## config.mk

```make
export PLATFORM = sky130hd
export DESIGN_NAME = instr_loader
export DESIGN_NICKNAME = d
export VERILOG_FILES = /design/src/rtl/instr_loader_pkg.sv /design/src/rtl/byte_packer.sv /design/src/rtl/instr_loader.sv
export SDC_FILE = /design/constraint.sdc
export NUM_CORES = 1
export LEC_CHECK = 0
export ABC_AREA = 1
export BUFFER_PORTS_ARGS = -buffer_cell sky130_fd_sc_hd__buf_4
export CAP_MARGIN = 25
export CORE_ASPECT_RATIO = 1.25
export CORE_MARGIN = 2
export CORE_UTILIZATION = 40
export DETAILED_ROUTE_END_ITERATION = 7
export PLACE_DENSITY = 0.65
export SYNTH_ARGS = -nofsm -noshare
export SYNTH_HDL_FRONTEND = slang
export SYNTH_SLANG_ARGS = --single-unit
```

## constraint.sdc

```tcl
create_clock -name clk_i -period 2.45 [get_ports clk_i]
set_input_delay 0.245 -clock clk_i [delete_from_list [all_inputs] [get_ports clk_i]]
set_output_delay 0.245 -clock clk_i [all_outputs]
set_load 0.02 [all_outputs]
```

## src/rtl/instr_loader_pkg.sv

```systemverilog
// Shared definitions for the instruction loader: FSM encoding, default
// memory depth and a helper deciding when the CPU must be held in reset.
package instr_loader_pkg;

  typedef enum logic [2:0] {
    IDLE   = 3'd0,
    HDR_HI = 3'd1,
    HDR_LO = 3'd2,
    DATA   = 3'd3,
    WRITE  = 3'd4,
    DONE   = 3'd5,
    ERR    = 3'd6
  } loader_state_t;

  localparam int DEFAULT_MAX_WORDS = 256;

  // Hold the CPU while a load is in flight or has failed.
  function automatic logic hold_in_state(loader_state_t s);
    return (s == HDR_HI) || (s == HDR_LO) || (s == DATA) ||
           (s == WRITE)  || (s == ERR);
  endfunction

endpackage

```

## src/rtl/byte_packer.sv

```systemverilog
// Shifts serial bytes into a 32-bit word, first byte landing in [31:24].
// word_full_o is high in the cycle the 4th byte of a word is being shifted.
module byte_packer (
  input  logic        clk_i,
  input  logic        rst_i,
  input  logic        clear_i,
  input  logic        shift_i,
  input  logic [7:0]  byte_i,
  output logic [31:0] word_o,
  output logic        word_full_o
);

  logic [1:0] idx_q;

  // Shift register and byte index; clear only restarts the index since a
  // full word always overwrites every byte before it is used.
  always_ff @(posedge clk_i) begin
    if (rst_i) begin
      word_o <= '0;
      idx_q  <= '0;
    end else if (clear_i) begin
      idx_q  <= '0;
    end else if (shift_i) begin
      word_o <= {word_o[23:0], byte_i};
      idx_q  <= idx_q + 2'd1;
    end
  end

  assign word_full_o = shift_i && (idx_q == 2'd3);

endmodule

```

## src/rtl/instr_loader.sv

```systemverilog
// Serial program loader: receives a 16-bit big-endian word count followed
// by big-endian 32-bit words and writes them to instruction memory from
// address 0, holding the CPU in reset until the load completes.
//
// Byte handshake: a byte moves on a rising clk_i edge where byte_valid_i and
// byte_ready_o are both 1; byte_ready_o depends only on the current state,
// never on byte_valid_i, and the source may hold byte_valid_i low for any
// number of cycles without disturbing partial state.
module instr_loader
  import instr_loader_pkg::*;
#(
  parameter int MAX_WORDS = DEFAULT_MAX_WORDS
) (
  input  logic        clk_i,
  input  logic        rst_i,
  input  logic        start_i,
  input  logic        byte_valid_i,
  input  logic [7:0]  byte_data_i,
  output logic        byte_ready_o,
  output logic        im_we_o,
  output logic [31:0] im_addr_o,
  output logic [31:0] im_wdata_o,
  output logic        cpu_hold_o,
  output logic        done_o,
  output logic        err_o,
  output logic [2:0]  state_o
);

  loader_state_t state_q, state_d;
  logic [7:0]    hdr_hi_q;
  logic [15:0]   count_q;
  logic [15:0]   words_done_q;
  logic          clear;
  logic          shift;
  logic          word_full;
  logic [15:0]   hdr_count;
  logic          hdr_too_big;
  logic          last_word;

  assign hdr_count   = {hdr_hi_q, byte_data_i};
  assign hdr_too_big = {16'd0, hdr_count} > 32'(MAX_WORDS);
  assign last_word   = (words_done_q + 16'd1) == count_q;
  assign shift       = (state_q == DATA) && byte_valid_i;
  assign state_o     = state_q;

  byte_packer u_packer (
    .clk_i       (clk_i),
    .rst_i       (rst_i),
    .clear_i     (clear),
    .shift_i     (shift),
    .byte_i      (byte_data_i),
    .word_o      (im_wdata_o),
    .word_full_o (word_full)
  );

  // Next-state and Moore-style outputs.
  always_comb begin
    state_d      = state_q;
    byte_ready_o = 1'b0;
    im_we_o      = 1'b0;
    done_o       = 1'b0;
    err_o        = 1'b0;
    clear        = 1'b0;
    case (state_q)
      IDLE: begin
        if (start_i) begin
          state_d = HDR_HI;
          clear   = 1'b1;
        end
      end
      HDR_HI: begin
        byte_ready_o = 1'b1;
        if (byte_valid_i) state_d = HDR_LO;
      end
      HDR_LO: begin
        byte_ready_o = 1'b1;
        if (byte_valid_i) begin
          if (hdr_count == 16'd0)  state_d = DONE;
          else if (hdr_too_big)    state_d = ERR;
          else                     state_d = DATA;
        end
      end
      DATA: begin
        byte_ready_o = 1'b1;
        if (word_full) state_d = WRITE;
      end
      WRITE: begin
        im_we_o = 1'b1;
        state_d = last_word ? DONE : DATA;
      end
      DONE: begin
        done_o  = 1'b1;
        state_d = IDLE;
      end
      ERR: begin
        err_o = 1'b1;
        if (start_i) begin
          state_d = HDR_HI;
          clear   = 1'b1;
        end
      end
      default: state_d = IDLE;
    endcase
  end

  // State register, header capture, word/address counters and CPU hold.
  always_ff @(posedge clk_i) begin
    if (rst_i) begin
      state_q      <= IDLE;
      hdr_hi_q     <= '0;
      count_q      <= '0;
      words_done_q <= '0;
      im_addr_o    <= '0;
      cpu_hold_o   <= 1'b1;
    end else begin
      state_q    <= state_d;
      cpu_hold_o <= hold_in_state(state_d);
      if (clear) begin
        count_q      <= '0;
        words_done_q <= '0;
        im_addr_o    <= '0;
      end
      if (state_q == HDR_HI && byte_valid_i) hdr_hi_q <= byte_data_i;
      if (state_q == HDR_LO && byte_valid_i) count_q  <= hdr_count;
      if (state_q == WRITE) begin
        words_done_q <= words_done_q + 16'd1;
        im_addr_o    <= im_addr_o + 32'd4;
      end
    end
  end

endmodule
```

# Word level (Yosys, flattened, before mapping)
# Index checks and enable logic that the tools add are counted.
dict set report totals {
  regBits 110
  elab_cells 61
}
dict set report op_classes {
  muxes 19
  n_reduce_logical 16
  eq_ne 13
  n_lt_le_gt_ge 1
  bitwise_logic 1
  addsub 3
}
# operator count
set ops {}
lappend ops {{two-way mux 32 bit} 2}
lappend ops {{two-way mux 16 bit} 3}
lappend ops {{adder 32 x 3 -> 32 bit, second input constant} 1}
lappend ops {{two-way mux 3 bit} 7}
lappend ops {{adder 16 x 1 -> 16 bit, second input constant} 1}
lappend ops {{equality test 16 bit} 1}
lappend ops {{greater-than comparator 16 x 9 -> 1 bit, second input constant} 1}
lappend ops {{logical NOT 16 bit} 1}
lappend ops {{equality test 3 bit, second input constant} 5}
lappend ops {{one-hot mux 3 bit (5 select lines)} 1}
lappend ops {{equality test 3 x 2 -> 1 bit, second input constant} 4}
lappend ops {{equality test 3 x 1 -> 1 bit, second input constant} 2}
lappend ops {{two-way mux 1 bit} 6}
lappend ops {{logical AND 1 bit} 4}
lappend ops {{logical OR 1 bit} 4}
lappend ops {{nonzero test 2 bit} 2}
lappend ops {{OR reduction 2 bit} 2}
lappend ops {{logical NOT 3 bit} 1}
lappend ops {{OR reduction 3 bit} 1}
lappend ops {{adder 2 x 1 -> 2 bit, second input constant} 1}
lappend ops {{equality test 2 bit, second input constant} 1}
lappend ops {{AND reduction 2 bit} 1}
lappend ops {{NOT 1 bit} 1}

# Depth between registers and ports, before layout
# Gate-level depths: netlist (run 1).
dict set report logic_depth {
  depth_word 10
  depth_mapped 16
}

# Hierarchy
# A second synthesis (run 1) with hierarchy kept.
dict set report unflattened {
  hier_cells 822
  hier_area_um2 5571.6
}
# mod area_each_um2 cells_each instances
set by_module_without_submodules {}
lappend by_module_without_submodules {instr_loader 4096.4 602 1}
lappend by_module_without_submodules {byte_packer 1475.2 220 1}

# Worst setup path before layout (run 1)
# No wires, ideal clock.
dict set report synth_path {
  path_kind {flip-flop to flip-flop}
  startpoint {register im_addr_o[2]}
  endpoint {register im_addr_o[28]}
  path_buffers 0
  required_time_ps 2392
  arrival_ps 1906
  setup_slack_ps 486
  path_stages_with_launch 13
  path_cell_list {dfxtp_1 -> ha_1 -> nand4_2 -> nor2_2 -> nand3_1 -> inv_1 -> nand2_1 -> nor2_2 -> nand3_2 -> nor2_2 -> nand3_1 -> a21oi_1 -> o21a_1}
}
dict set report synth_via {
  elab_chain_cells 2
}
# item line_no
set synth_lines {}
lappend synth_lines {{start, declared} instr_loader.sv:21} ;# output logic [31:0] im_addr_o,
lappend synth_lines {{start signal, assigned} instr_loader.sv:127} ;# im_addr_o <= im_addr_o + 32'd4;
lappend synth_lines {{adder 32 x 3 -> 32 bit} instr_loader.sv:127}
lappend synth_lines {{two-way mux 32 bit} instr_loader.sv:125} ;# if (state_q == WRITE) begin
# No other way between the ends.
# A chain may end at the register's enable or synchronous reset.

# Final worst setup path (run 1)
dict set report layout_path {
  startpoint {register words_done_q[0]}
  endpoint {register cpu_hold_o}
}
dict set report layout_via {
  elab_chain_cells 9
  word_cells_on_any_way 13
}
# item line_no
set layout_lines {}
lappend layout_lines {{start, declared} instr_loader.sv:32} ;# logic [15:0] words_done_q;
lappend layout_lines {{start signal, assigned} instr_loader.sv:126} ;# words_done_q <= words_done_q + 16'd1;
lappend layout_lines {{adder 16 x 1 -> 16 bit (*)} instr_loader.sv:42} ;# assign last_word = (words_done_q + 16'd1) == count_q;
lappend layout_lines {{equality test 16 bit (*)} instr_loader.sv:42}
lappend layout_lines {{two-way mux 3 bit (*)} instr_loader.sv:89} ;# state_d = last_word ? DONE : DATA;
lappend layout_lines {{one-hot mux 3 bit (5 select lines) (*)} instr_loader.sv:64} ;# case (state_q)
lappend layout_lines {{equality test 3 x 1 -> 1 bit or equality test 3 x 2 -> 1 bit (tied branches)} instr_loader_pkg.sv:19} ;# return (s == HDR_HI) || (s == HDR_LO) || (s == DATA) ||
lappend layout_lines {{logical OR 1 bit (3 in a row)} instr_loader_pkg.sv:19}
lappend layout_lines {{logical OR 1 bit (*)} instr_loader_pkg.sv:20} ;# (s == WRITE) || (s == ERR);
lappend layout_lines {{end signal, assigned} instr_loader.sv:117} ;# cpu_hold_o <= hold_in_state(state_d);
lappend layout_lines {{end, declared} instr_loader.sv:23} ;# output logic cpu_hold_o,
# Every way passes the cells marked *; elsewhere a longest branch is shown, timed or not.

==> impl_results.md, run 1 <==
- Clock tree from TritonCTS: built
- Ratio of cells with drive above 1 in the final layout: 16.7%
- RePlAce Congestion: 0.875
- Ys async rst share: 0%
- Final hold vios: 0
- Die Y: 132 um
- Worst-path maximum fanout: 8
- Top cells by area, synth: dfxtp_1, nand2_1, a21oi_1, nand3_1, inv_1
- Hold WC Path Type: input port to flop
- Post-Layout Cell Count: 1019
- First-pass GRT wire length: 23200 um
- Synth Area in Compound Gates: 15.0%
- Clk buf depth: 2
- Clk_skew: 0.00956 ns
- Synth Warn #: 0
- Xor/xnor share of the synthesized area: 0.833%
- Mux share of post-synthesis cell area: 0%
- Initial drt markers: 286
- Buffers inserted by post-CTS timing repair: 0
- Area grow syn2layout: 20.6%
- Fmax: 466 MHz
- Most frequent cell after synthesis: nand2_1
- Worst EP arrival: 2.39 ns
- Die X: 107 um
- Worst IR Drop VDD: 0.323 mV
- Post-Synth Simple-Gate Area: 34.3%
- MaxCap Viol Count: 0
- Initial antenna violation count: 0
- Die ar.: 0.0141 mm2
- Antenna Cells: 0
- FILL cells: 1326
- Post-CTS sizing: 0
- Fin nets: 861
- Root buffer cell: clkbuf_16
- Tcrit/Tclk final: 87.5%
- GR Util All Layers: 19.9%
- Main combinational cell family by area after synthesis: simple AND/OR/NAND/NOR gates
- Status: finished, final reports clean
- Largest net degree at the start of global routing: 42
- Hold Path Depth: 3
- Synth Area in Adders: 0.714%
- Clock Pin Slew Worst Setup and Hold Paths: 0.08 ns
- Unrepaired setup endpoints after global routing: no
- Synth Area per Inst: 6.82 um2
- Dpl cell area: 0.00606 mm2
- Netlist Area Pre-Place: 0.00526 mm2
- Initial core utilization: 41.2%
- R2R cell count: 14
- Sequential fraction of the synthesis area: 41.1%
- Port bufs: 81
- Cells after DPL: 1003
- Startpoint Class: flop
- Final instance area: 0.00634 mm2
- Via-to-Cell Ratio: 5.11
- Final wirelength: 13900 um
- Vias in the first global route: 4855
- Static leakage: 2.40 nW
- Setup TNS: 0 ns
- Final core occ: 49.6%
- GRT overflow: 0
- Min Clock Period, post-route: 2.14 ns
- Synth cell count leaders: nand2_1, dfxtp_1, a21oi_1
- I/O pins: 84
- # rows: 46
- Hpwl dp: 10100 um
- Syn Inst Count: 771
- # H-tree levels: 3
- Pwr dens: 549 mW/mm2
- Drt wl/cell: 13.6 um
- Worst-Skew Late Latency: 0.35 ns
- Core region area: 0.0128 mm2
- CTS Hold Bufs: 0
- Cell taking the most area after synthesis: dfxtp_1
- DR vias: 5205
- EDFF count, synth: 0
- Worst Path Class, Setup: flop to flop
- Most used DFF post-synth: dfxtp_1
- Worst path required time: 2.69 ns
- CTS buffer count: 9
- CTS Sinks: 108
- Final Max Tran Viols: 0
- Unique masters post-synth: 41
- DRT antenna net count: 0
- Crit. End Element: flop
- Post-synth top area share: 41.1%
- Remaining routing DRC violations: 0
- Setup violators final: 0
- Drt first pass iters: 4
- Number of synthesized register bits: 108
where the power goes:
part	leakage, nW	total [mW]	internal (mW)	switching (mW)
Sequential	0.871	1.80	1.78	0.0228
Combinational	1.39	0.276	0.0859	0.190
Clock	0.138	1.40	0.707	0.697
cell usage in the layout, fill, tap and decap left out, types with 3 or more instances in the layout:
| cell | instances |
|---|---|
| o21ai_0 | 32 |
| nor2_2 | 9 |
| nand3b_1 | 7 |
| a21oi_1 | 90 |
| xor2_1 | 3 |
| nand2_2 | 5 |
| a31oi_1 | 3 |
| nand3_1 | 74 |
| nor3_1 | 13 |
| nor2_4 | 3 |
| or2_2 | 5 |
| inv_2 | 4 |
| a211oi_1 | 5 |
| o31ai_1 | 4 |
| nor4_1 | 3 |
| ha_1 | 3 |
| inv_1 | 74 |
| nand2_1 | 210 |
| buf_4 | 92 |
| nor2_1 | 49 |
| clkbuf_16 | 9 |
| dfxtp_1 | 108 |
| nand4_1 | 15 |
worst paths after layout:
kind	to	start	slack (ns)
setup / recovery	cpu_hold_o$_SDFF_PP1_	words_done_q[0]$_SDFFE_PP0P_	0.31
hold / removal	count_q[5]$_SDFFE_PP0P_	byte_data_i[5]	0.17
setup reg to reg	cpu_hold_o$_SDFF_PP1_	words_done_q[0]$_SDFFE_PP0P_	0.31
hold reg to reg	u_packer.word_o[29]$_SDFFE_PP0P_	u_packer.word_o[29]$_SDFFE_PP0P_	0.47
final cells by class:
class	instances	area, um2	area share, %
clock buffers	9	225	3.55
clock inverters	7	58.8	0.927
inverters	78	293	4.62
multi-input cells	556	2680	42.3
flip-flops and latches	108	2160	34.1
well taps	168	210	3.31
repair buffers	93	711	11.2
registers in the layout (all words and copies together) (netlist names):
signal           cells
im_addr_o           30
count_q             16
words_done_q        16
state_o              3
u_packer.word_o     32
hdr_hi_q             8
cpu_hold_o           1
u_packer.idx_q       2
worst max-delay path: stages (launching register included):
cell      delay (ns)
dfxtp_1         0.43
ha_1            0.24
nand2_1         0.15
nor2_4          0.21
nand3_1         0.13
nand3b_1        0.10
nand2_1         0.05
nor2_1          0.10
nand3_1         0.09
nor2_1          0.15
nand3_1         0.11
nand2_1         0.09
nand2_1         0.06
nor2_1          0.10
nor2_1          0.04
kinds of logic after synthesis:
logic type / count (synthesis)
AOI/OAI and AO/OA: 145
xor gates and xnor gates: 5
adders and majority gates: 3
buffers and inverters: 108
DFF: 108
other: 1
and+or+nand+nor: 401
metrics by stage:
step | setup slack, ns | power, mW | hold WS, ns
finish | 0.306 | 3.48 | 0.168
global route | 0.0632 | 3.61 | 0.180
CTS | 0.302 | 3.51 | 0.158
detailed placement | 0.326 | 2.12 | 0.460
global placement | 0.397 | 2.12 | 0.455
floorplan | 0.486 | 2.01 | 0.393
per-layer routing:
metal	vias to the layer above	global-route usage, %	routed length (um)
met5	-	0	0
li1	2690	-	-
met4	0	6.20	214
met2	102	32.8	6610
met1	2399	26.0	6310
met3	14	4.05	727
Power figures use the tool's default switching activity.
==> inputs of run 2 (changes only) <==
--- a/config.mk
+++ b/config.mk
@@ -7,12 +7,10 @@
 export LEC_CHECK = 0
 export ABC_AREA = 1
 export BUFFER_PORTS_ARGS = -buffer_cell sky130_fd_sc_hd__buf_4
-export CAP_MARGIN = 25
 export CORE_ASPECT_RATIO = 1.25
 export CORE_MARGIN = 2
 export CORE_UTILIZATION = 40
 export DETAILED_ROUTE_END_ITERATION = 7
-export PLACE_DENSITY = 0.65
 export SYNTH_ARGS = -nofsm -noshare
 export SYNTH_HDL_FRONTEND = slang
 export SYNTH_SLANG_ARGS = --single-unit
==> constraint.sdc (replaced) <==
create_clock -name clk_i -period 2.45 [get_ports clk_i]
set_input_delay 0.49 -clock clk_i [delete_from_list [all_inputs] [get_ports clk_i]]
set_output_delay 0.49 -clock clk_i [all_outputs]
set_load 0.02 [all_outputs]
==> impl_results.md, run 2 (same netlist as run 1, synthesis figures left out) <==
- Largest register by flop count: u_packer.word_o
- Hold Path Depth: 3 (unchanged)
- Via-to-Cell Ratio: 5.20 (+1.9%)
- R2R setup slack: 0.36 ns (+0.05 ns)
- Initial core utilization: 41.2% (unchanged)
- Cells after DPL: 1001 (-0.20%)
- Fin nets: 859 (-0.23%)
- R2R cell count: 12 (-2)
- Regs by FF count: u_packer.word_o (32), im_addr_o (30)
- Post-Layout Cell Count: 1017 (-0.20%)
- Dpl cell area: 0.00604 mm2 (-0.25%)
- Max reg flops: 32 (unchanged)
- Final hold vios: 0 (unchanged)
- Clock tree from TritonCTS: built
- Max-slew headroom: 62.1%
- CTS Sinks: 108 (unchanged)
- First-pass GRT wire length: 23900 um (+3.0%)
- # H-tree levels: 3 (unchanged)
- Antenna Cells: 0 (unchanged)
- Die Y: 132 um (unchanged)
- Startpoint Class: flop
- Drt wl/cell: 14.1 um (+3.9%)
- Initial antenna violation count: 0 (unchanged)
- CP bufs+invs: 1 (+1)
- Overall power: 3.55 mW (+2.0%)
- DR vias: 5292 (+1.7%)
- Ratio of cells with drive above 1 in the final layout: 16.5% (-0.20 points)
- Area grow syn2layout: 20.7% (about the same)
- Critical path depth: 12 (-2)
- # rows: 46 (unchanged)
- Most common cell after layout, fill and taps aside: nand2_1
- Port bufs: 81 (unchanged)
- GR Util All Layers: 20.8% (+0.92 points)
- I/O pins: 84 (unchanged)
- Remaining routing DRC violations: 0 (unchanged)
- Final wirelength: 14400 um (+3.7%)
- CP max stage cell: dfxtp_1
- Initial drt markers: 338 (+18%)
- Clock Pin Slew Worst Setup and Hold Paths: 0.07 ns (about the same)
- Most frequent cells in the layout: nand2_1, dfxtp_1, a21oi_1, buf_4
- DRT antenna net count: 0 (unchanged)
- Setup violators final: 0 (unchanged)
- MaxCap Viol Count: 0 (unchanged)
- Final instance area: 0.00635 mm2 (about the same)
- Largest net degree at the start of global routing: 51 (+21%)
- Die ar.: 0.0141 mm2 (unchanged)
- Critical Path Max Stage Delay: 0.41 ns (-0.02 ns)
- Tcrit/Tclk final: 85.5% (-2.1 points)
- Min Clock Period, post-route: 2.09 ns (-0.0507 ns)
- GRT overflow: 0 (unchanged)
- Worst-path maximum fanout: 6 (-2)
- Setup TNS: 0 ns (unchanged)
- Status: finished, final reports clean
- Clk_skew: 0.00573 ns (-0.00383 ns)
- Vias in the first global route: 4917 (+1.3%)
- Worst IR Drop VDD: 0.287 mV (-11%)
- CTS Hold Bufs: 0 (unchanged)
- CTS buffer count: 9 (unchanged)
- Root buffer cell: clkbuf_16
- Fmax: 478 MHz (+2.4%)
- Pwr dens: 559 mW/mm2 (+1.9%)
- Worst path required time: 2.75 ns (+0.06 ns)
- Crit. End Element: flop
- Most used cell, CP: nor2_2
- Die X: 107 um (unchanged)
- Worst EP arrival: 2.39 ns (about the same)
- RePlAce Congestion: 0.877 (+0.25%)
- Static leakage: 2.39 nW (-0.27%)
- Hpwl dp: 10400 um (+3.0%)
- Worst-Margin Slew: 0.569 ns
- Final Max Tran Viols: 0 (unchanged)
- Core region area: 0.0128 mm2 (unchanged)
- Unrepaired setup endpoints after global routing: no
- Drt first pass iters: 5 (+1)
- Clk buf depth: 2 (unchanged)
- Worst-Skew Late Latency: 0.35 ns (about the same)
- Crit-path cells: ha_1 -> nand4_2 -> nor2_2 -> nand3_1 -> inv_1 -> nand2_1 -> nor2_2 -> nand3_2 -> nor2_2 -> nand3_1 -> a21oi_1 -> o21a_1
- Worst Path Class, Setup: flop to flop
- Hold WC Path Type: input port to flop
- CP delay by family, top: simple AND/OR/NAND/NOR gates
-- run 2: cell types whose count changed in the layout (fill, tap and decap cells not counted) --
| cell | delta |
|---|---|
| buf_4 | -2 |
| bufinv_16 | +1 |
| clkbuf_1 | +1 |
| clkinv_2 | -1 |
| clkinvlp_4 | +1 |
| dfxtp_1 | -1 |
| dfxtp_2 | +1 |
| inv_6 | -2 |
-- run 2: through the flow --
step / hold WS [ns] / setup WS, ns / util, %
3_3_place_gp: 0.455 / 0.387 / 47.3
4_1_cts: 0.408 / 0.304 / 49.7
6_report: 0.416 / 0.356 / 49.7
3_5_place_dp: 0.455 / 0.328 / 47.3
2_1_floorplan: 0.445 / 0.486 / -
5_1_grt: 0.413 / 0.0587 / 49.7
-- run 2: area by class of cell --
type	instances	area, um2
clock buffers	10	229
clock inverters	6	73.8
fillers	1318	6430
inverters	78	293
multi-input cells	556	2680
flip-flops and latches	108	2160
well taps	168	210
repair buffers	91	696
-- run 2: tightest hold or removal path: cells and delay by family --
family	cells	cell delay, ns
and+or+nand+nor	1	0.06
AOI/OAI and AO/OA	1	0.05
buffers and inverters	1	0.12
-- run 2: routing by layer --
metal  track usage, %  wire length (um)
met2             33.2              6810
met5                0                 0
met4             8.01               327
met3             4.40               816
met1             27.4              6420
-- run 2: report_power, final --
group | internal (mW) | total [mW] | switching [mW] | leakage (nW)
Sequential | 1.78 | 1.80 | 0.0219 | 0.872
Combinational | 0.0783 | 0.265 | 0.186 | 1.38
Clock | 0.805 | 1.49 | 0.682 | 0.141
Total | 2.66 | 3.55 | 0.890 | 2.39
-- run 2: worst paths after layout --
check / from / endpoint
hold reg to reg: u_packer.word_o[29]$_SDFFE_PP0P_ / u_packer.word_o[29]$_SDFFE_PP0P_
setup / recovery: im_addr_o[3]$_SDFFE_PP0P_ / im_addr_o[28]$_SDFFE_PP0P_
setup reg to reg: im_addr_o[3]$_SDFFE_PP0P_ / im_addr_o[28]$_SDFFE_PP0P_
hold / removal: byte_data_i[4] / count_q[4]$_SDFFE_PP0P_
-- run 2: repair_timing --
item | 4_1_cts | 5_1_grt
endpoints found under the setup margin | 0 | 1
hold endpoints to repair | 0 | 0
gates resized for setup | 0 | 1
setup buffers | 0 | 0
